### config.mk
export PLATFORM = sky130hd
export DESIGN_NAME = throw_ctl
export DESIGN_NICKNAME = d
export VERILOG_FILES = /design/src/rtl/throw_pkg.sv /design/src/rtl/throw_ctl.sv
export SDC_FILE = /design/constraint.sdc
export NUM_CORES = 1
export LEC_CHECK = 0
export CAP_MARGIN = 15
export CORE_MARGIN = 3
export CORE_UTILIZATION = 51
export CTS_CLUSTER_DIAMETER = 30
export DETAILED_ROUTE_END_ITERATION = 10
export GPL_ROUTABILITY_DRIVEN = 0
export PLACE_DENSITY = 0.77
export REMOVE_ABC_BUFFERS = 1
export SETUP_SLACK_MARGIN = 0.5
export SLEW_MARGIN = 20
export SYNTH_ARGS = -nofsm -noshare
export SYNTH_HDL_FRONTEND = slang
export SYNTH_SLANG_ARGS = --single-unit
### constraint.sdc
create_clock -name clk -period 3.7 [get_ports clk]
set_input_delay 0.555 -clock clk [delete_from_list [all_inputs] [get_ports clk]]
set_output_delay 0.555 -clock clk [all_outputs]
set_load 0.05 [all_outputs]
### src/rtl/throw_pkg.sv
// Shared types and fixed-point constants for the projectile
// throw controller.
package throw_pkg;

  localparam int FRAC_BITS = 4;
  localparam int VW        = 10;
  localparam int PW        = 16;
  localparam int OW        = 12;

  localparam logic signed [VW-1:0] GRAVITY_DEF = 10'sd8;
  localparam logic [OW-1:0]        X_LIMIT_DEF = 12'd512;

  typedef enum logic [1:0] {
    IDLE,
    FLIGHT,
    DONE
  } state_t;

endpackage

### src/rtl/throw_ctl.sv
// Projectile flight controller: integrates a Q6.4 velocity
// into Q12.4 position once per video frame until landing.
module throw_ctl
  import throw_pkg::*;
#(
  parameter logic signed [VW-1:0] GRAVITY = GRAVITY_DEF,
  parameter logic [OW-1:0]        X_LIMIT = X_LIMIT_DEF
) (
  input  logic          clk,
  input  logic          rst,
  input  logic          frame_tick,
  input  logic          throw_start,
  input  logic [OW-1:0] x_start,
  input  logic [VW-1:0] vx0,
  input  logic [VW-1:0] vy0,
  output logic [OW-1:0] x_pos,
  output logic [OW-1:0] y_pos,
  output logic          in_flight,
  output logic          landed
);

  function automatic logic signed [PW-1:0] sext(
    input logic signed [VW-1:0] v
  );
    return {{(PW-VW){v[VW-1]}}, v};
  endfunction

  // Clamp to the Q6.4 range instead of wrapping.
  function automatic logic signed [VW-1:0] sat_sub(
    input logic signed [VW-1:0] a,
    input logic signed [VW-1:0] b
  );
    logic [VW:0] d;
    d = {a[VW-1], a} - {b[VW-1], b};
    if (d[VW] != d[VW-1])
      return d[VW] ? {1'b1, {(VW-1){1'b0}}}
                   : {1'b0, {(VW-1){1'b1}}};
    return d[VW-1:0];
  endfunction

  state_t state, state_nx;

  logic signed [PW-1:0] x, x_nx;
  logic signed [PW-1:0] y, y_nx;
  logic signed [VW-1:0] vx, vx_nx;
  logic signed [VW-1:0] vy, vy_nx;

  logic signed [PW-1:0] x_step;
  logic signed [PW-1:0] y_step;
  logic [PW:0]          x_ext;
  logic [PW:0]          x_mag;
  logic [PW:0]          x_lim;
  logic                 hit_ground;
  logic                 out_of_bounds;

  always_comb begin
    x_step        = x + sext(vx);
    y_step        = y + sext(vy);
    x_ext         = {x_step[PW-1], x_step};
    x_mag         = x_step[PW-1] ? (~x_ext + 17'd1) : x_ext;
    x_lim         = {1'b0, X_LIMIT, {FRAC_BITS{1'b0}}};
    hit_ground    = (y_step <= 16'sd0);
    out_of_bounds = (x_mag > x_lim);
  end

  always_comb begin
    state_nx = state;
    x_nx     = x;
    y_nx     = y;
    vx_nx    = vx;
    vy_nx    = vy;
    unique case (state)
      IDLE: begin
        x_nx = {x_start, {FRAC_BITS{1'b0}}};
        y_nx = '0;
        if (throw_start) begin
          vx_nx    = vx0;
          vy_nx    = vy0;
          state_nx = FLIGHT;
        end
      end
      FLIGHT: begin
        if (frame_tick) begin
          x_nx  = x_step;
          vy_nx = sat_sub(vy, GRAVITY);
          if (hit_ground || out_of_bounds) begin
            // Ground hit and boundary exit share one path.
            y_nx     = y_step[PW-1] ? '0 : y_step;
            state_nx = DONE;
          end else begin
            y_nx = y_step;
          end
        end
      end
      DONE:    state_nx = IDLE;
      default: state_nx = IDLE;
    endcase
  end

  always_ff @(posedge clk or posedge rst) begin
    if (rst) begin
      state <= IDLE;
      x     <= '0;
      y     <= '0;
      vx    <= '0;
      vy    <= '0;
      x_pos <= '0;
      y_pos <= '0;
    end else begin
      state <= state_nx;
      x     <= x_nx;
      y     <= y_nx;
      vx    <= vx_nx;
      vy    <= vy_nx;
      x_pos <= x[PW-1:FRAC_BITS];
      y_pos <= y[PW-1:FRAC_BITS];
    end
  end

  assign in_flight = (state == FLIGHT);
  assign landed    = (state == DONE);

endmodule

==> impl_metrics.py <==
metrics = {
    "worst_hold_path": {
        "holdPathStages": 0,
        "hp-start": "x[12]",
        "min_to": "x_pos[8]",
        "hold_path.class": "flip-flop to flip-flop",
    },
    "synthesis": {
        "netlist_area_um2": 5130,
        "yosysMostFrequentCell": "dfrtp_1",
        "synth_top_area_cell": "dfrtp_1",
        "yosysWarnings": 0,
        "synth_area_leaders": "dfrtp_1 38%, ha_1 8.0%, a21oi_1 4.1%",
        "ys.flop_type": "dfrtp_1",
        "syn_inst": 544,
        "synthArstFlopShare_pct": 100,
        "ys_types": 69,
        "synth.avg_cell_area_um2": 9.43,
        "synth_compound_area_share_pct": 27.2,
        "synth_adder_area_share_pct": 8.83,
        "synth_edf_count": 0,
        "netlist_top_cells_count": "78 x dfrtp_1, 42 x a21oi_1, 38 x nand2_1",
        "seq_area_frac_synth_pct": 38.0,
        "synth_xor_area_share_pct": 4.76,
        "synth.mux.area_fraction_pct": 3.20,
        "synth_top_family_by_area": "compound AO/OA/AOI/OAI gates",
        "synth_simple_gate_area_share_pct": 15.1,
        "yosysTopAreaCellShare_pct": 38.0,
        "ys_ff_latch": 78,
    },
    "sta": {
        "final_max_slew_viol_count": 0,
        "hold_viol_final": 0,
        "setup_tns_ns": 0,
        "finalClockSkew_ns": 0.00684,
        "period_share_pct": 95.7,
        "worst_pin_slew_ns": 0.714,
        "fmax_ghz": 0.282,
        "rsz0062_at_grt": "yes",
        "setup-violations-final": 0,
        "relSlewSlack_pct": 52.4,
        "finalCriticalPeriod_ns": 3.54,
        "hold-worst-slack_ns": 0.407,
    },
    "finish": {
        "final_cell_area_um2": 6380,
        "nets": 694,
        "syn_to_final_growth_pct": 24.4,
        "ff_latch_area_um2": 1950,
        "antenna_cells": 0,
        "multi_input_area_um2": 3180,
        "nFillCells": 751,
        "drive_above_1_share_pct": 14.5,
        "fin_cells": 757,
    },
    "floorplan": {
        "ioPinCount": 62,
        "die_h_um": 106,
        "die_x_um": 106,
        "dieArea_um2": 11300,
        "initial_utilization_pct": 54.0,
        "core_um2": 9500,
        "core.rowCount": 35,
    },
    "detailed_routing": {
        "drt-vias-per-instance": 6.39,
        "drtPass1Iterations": 5,
        "vias": 4841,
        "routed_wl_mm": 13.8,
        "wl_per_cell_um": 18.2,
        "drc": 0,
        "ant_nets": 0,
        "first_iter_violations": 345,
    },
    "global_route": {
        "grt_pass1_vias": 4716,
        "grt_start_max_net_pins": 60,
        "track_usage_pct": 24.6,
        "grt-ovfl-total": 0,
        "antenna_found_initial": 0,
        "grt_pass1_wl_mm": 22.6,
    },
    "critical_path": {
        "rr_worst_depth": 13,
        "critPathMaxFanout": 3,
        "r2r_start": "vx[0]",
        "crit_type": "flip-flop to flip-flop",
        "arrival_ns": 3.80,
        "slowest_delay_ns": 0.49,
        "critPathBufInv": 2,
        "worstPathCellList": "ha_4, fa_2, a211o_1, buf_6, a2111oi_4, a211o_1, a21oi_2, a2111oi_4, buf_4, nand2b_4, a222oi_1, a31oi_2, o21a_1",
        "start_kind": "flip-flop",
        "crit_required_ns": 3.95,
        "crit_family": "compound AO/OA/AOI/OAI gates",
        "rr_endpoint": "state[1]",
        "worst_path_max_delay_cell": "a222oi_1",
        "ff2ff_setup_slack_ns": 0.16,
        "end_kind": "flip-flop",
    },
    "place": {
        "dpl-instance-area_um2": 5920,
        "placed_cells": 724,
        "hpwl_mm": 9.68,
        "io_buffers": 61,
    },
    "clocking": {
        "cts_root_buffer": "clkbuf_8",
        "clock_latency_ns": 0.36,
        "cts_inserted_buffers": 9,
        "clock_sinks": 78,
        "clockBufferDepth": 2,
        "cts_tree": "done",
        "path_clk_slew_ns": 0.09,
        "ctsHoldBuffers": 0,
        "htreeDepth": 3,
    },
    "run": {
        "maxCapViolCount": 0,
    },
    "outcome": {
        "status": "complete, no violations",
    },
}
-- final cells by class --
cell class | instances | share of cell area (%)
Inverter | 16 | 0.981
Sequential cell | 78 | 30.6
Clock buffer | 9 | 1.94
Multi-Input combinational cell | 427 | 49.9
Timing Repair Buffer | 91 | 13.2
Tap cell | 129 | 2.53
Clock inverter | 7 | 0.922
-- worst register-to-register path: cells and delay by family (launching register included) --
family | cells | cell delay [ns]
simple gates | 1 | 0.05
fa+ha+maj | 2 | 0.54
buf+inv | 2 | 0.32
flops | 1 | 0.42
compound gates | 8 | 2.12
-- flip-flops by register name (all words and copies together) (netlist names) --
signal,flops
y_pos,12
state,2
x_pos,12
vx,10
y,16
x,16
vy,10
-- repair_timing --
item | CTS | global route
setup buffers | 13 | 4
hold endpoints to repair | 0 | 0
setup endpoints to repair | 2 | 2
cloned | 0 | 0
pin swaps | 18 | 12
gates resized for setup | 14 | 14
-- worst max-delay path by stage --
stage	to	startpoint	slack, ns	depth (start not counted)
final	state[1]	vx[0]	0.16	13
after global routing	state[1]	x[4]	-0.01	10
after CTS	state[1]	vx[0]	0.22	13
after detailed placement	state[1]	x[0]	0.04	11
after global placement	state[1]	x[0]	0.15	11
after floorplan	state[1]	x[0]	0.32	11
-- per-stage QoR --
step / setup WS [ns] / utilization [%]
2_1_floorplan: 0.315 / -
3_3_place_gp: 0.153 / 62.3
3_5_place_dp: 0.0356 / 62.3
4_1_cts: 0.219 / 66.2
5_1_grt: -0.0107 / 67.1
6_report: 0.159 / 67.1
-- routing by layer --
metal | share of wire (%) | track usage (%) | wire [um] | vias up
li1 | - | - | - | 2218
met1 | 40 | 30.2 | 5490 | 2337
met2 | 51 | 43.7 | 7030 | 241
met3 | 6.8 | 4.80 | 937 | 45
met4 | 2.5 | 7.40 | 343 | 0
met5 | 0 | 0 | 0 | -
-- layout by cell type, fill, tap and decap left out, types with 5 or more instances in the layout --
master and count:
a22o_1 17, buf_4 29, a21o_1 13, o22a_1 6, nor2_1 32, nand2b_1 6
nand2_1 38, a31oi_1 13, nand3_1 15, clkbuf_8 9, nor2b_1 5, o211ai_1 7
o22ai_1 6, a21oi_1 40, a211oi_1 6, xnor2_1 18, inv_1 15, dfrtp_1 78
nand4_1 5, xor2_1 8, ha_1 30, o31ai_1 7, nor3_1 12, and2_1 9
mux2_2 11, clkdlybuf4s50_1 61, o21ai_0 35, a211o_1 6
-- cells by family after synthesis --
| family | after synthesis |
|---|---|
| AOI/OAI and AO/OA | 201 |
| and+or+nand+nor | 149 |
| DFF | 78 |
| buffers and inverters | 39 |
| adders and majority gates | 35 |
| xor gates and xnor gates | 27 |
| muxes | 15 |
Power is not shown: default switching activity piles up to over one toggle a cycle in this logic, so the estimate is an artifact.
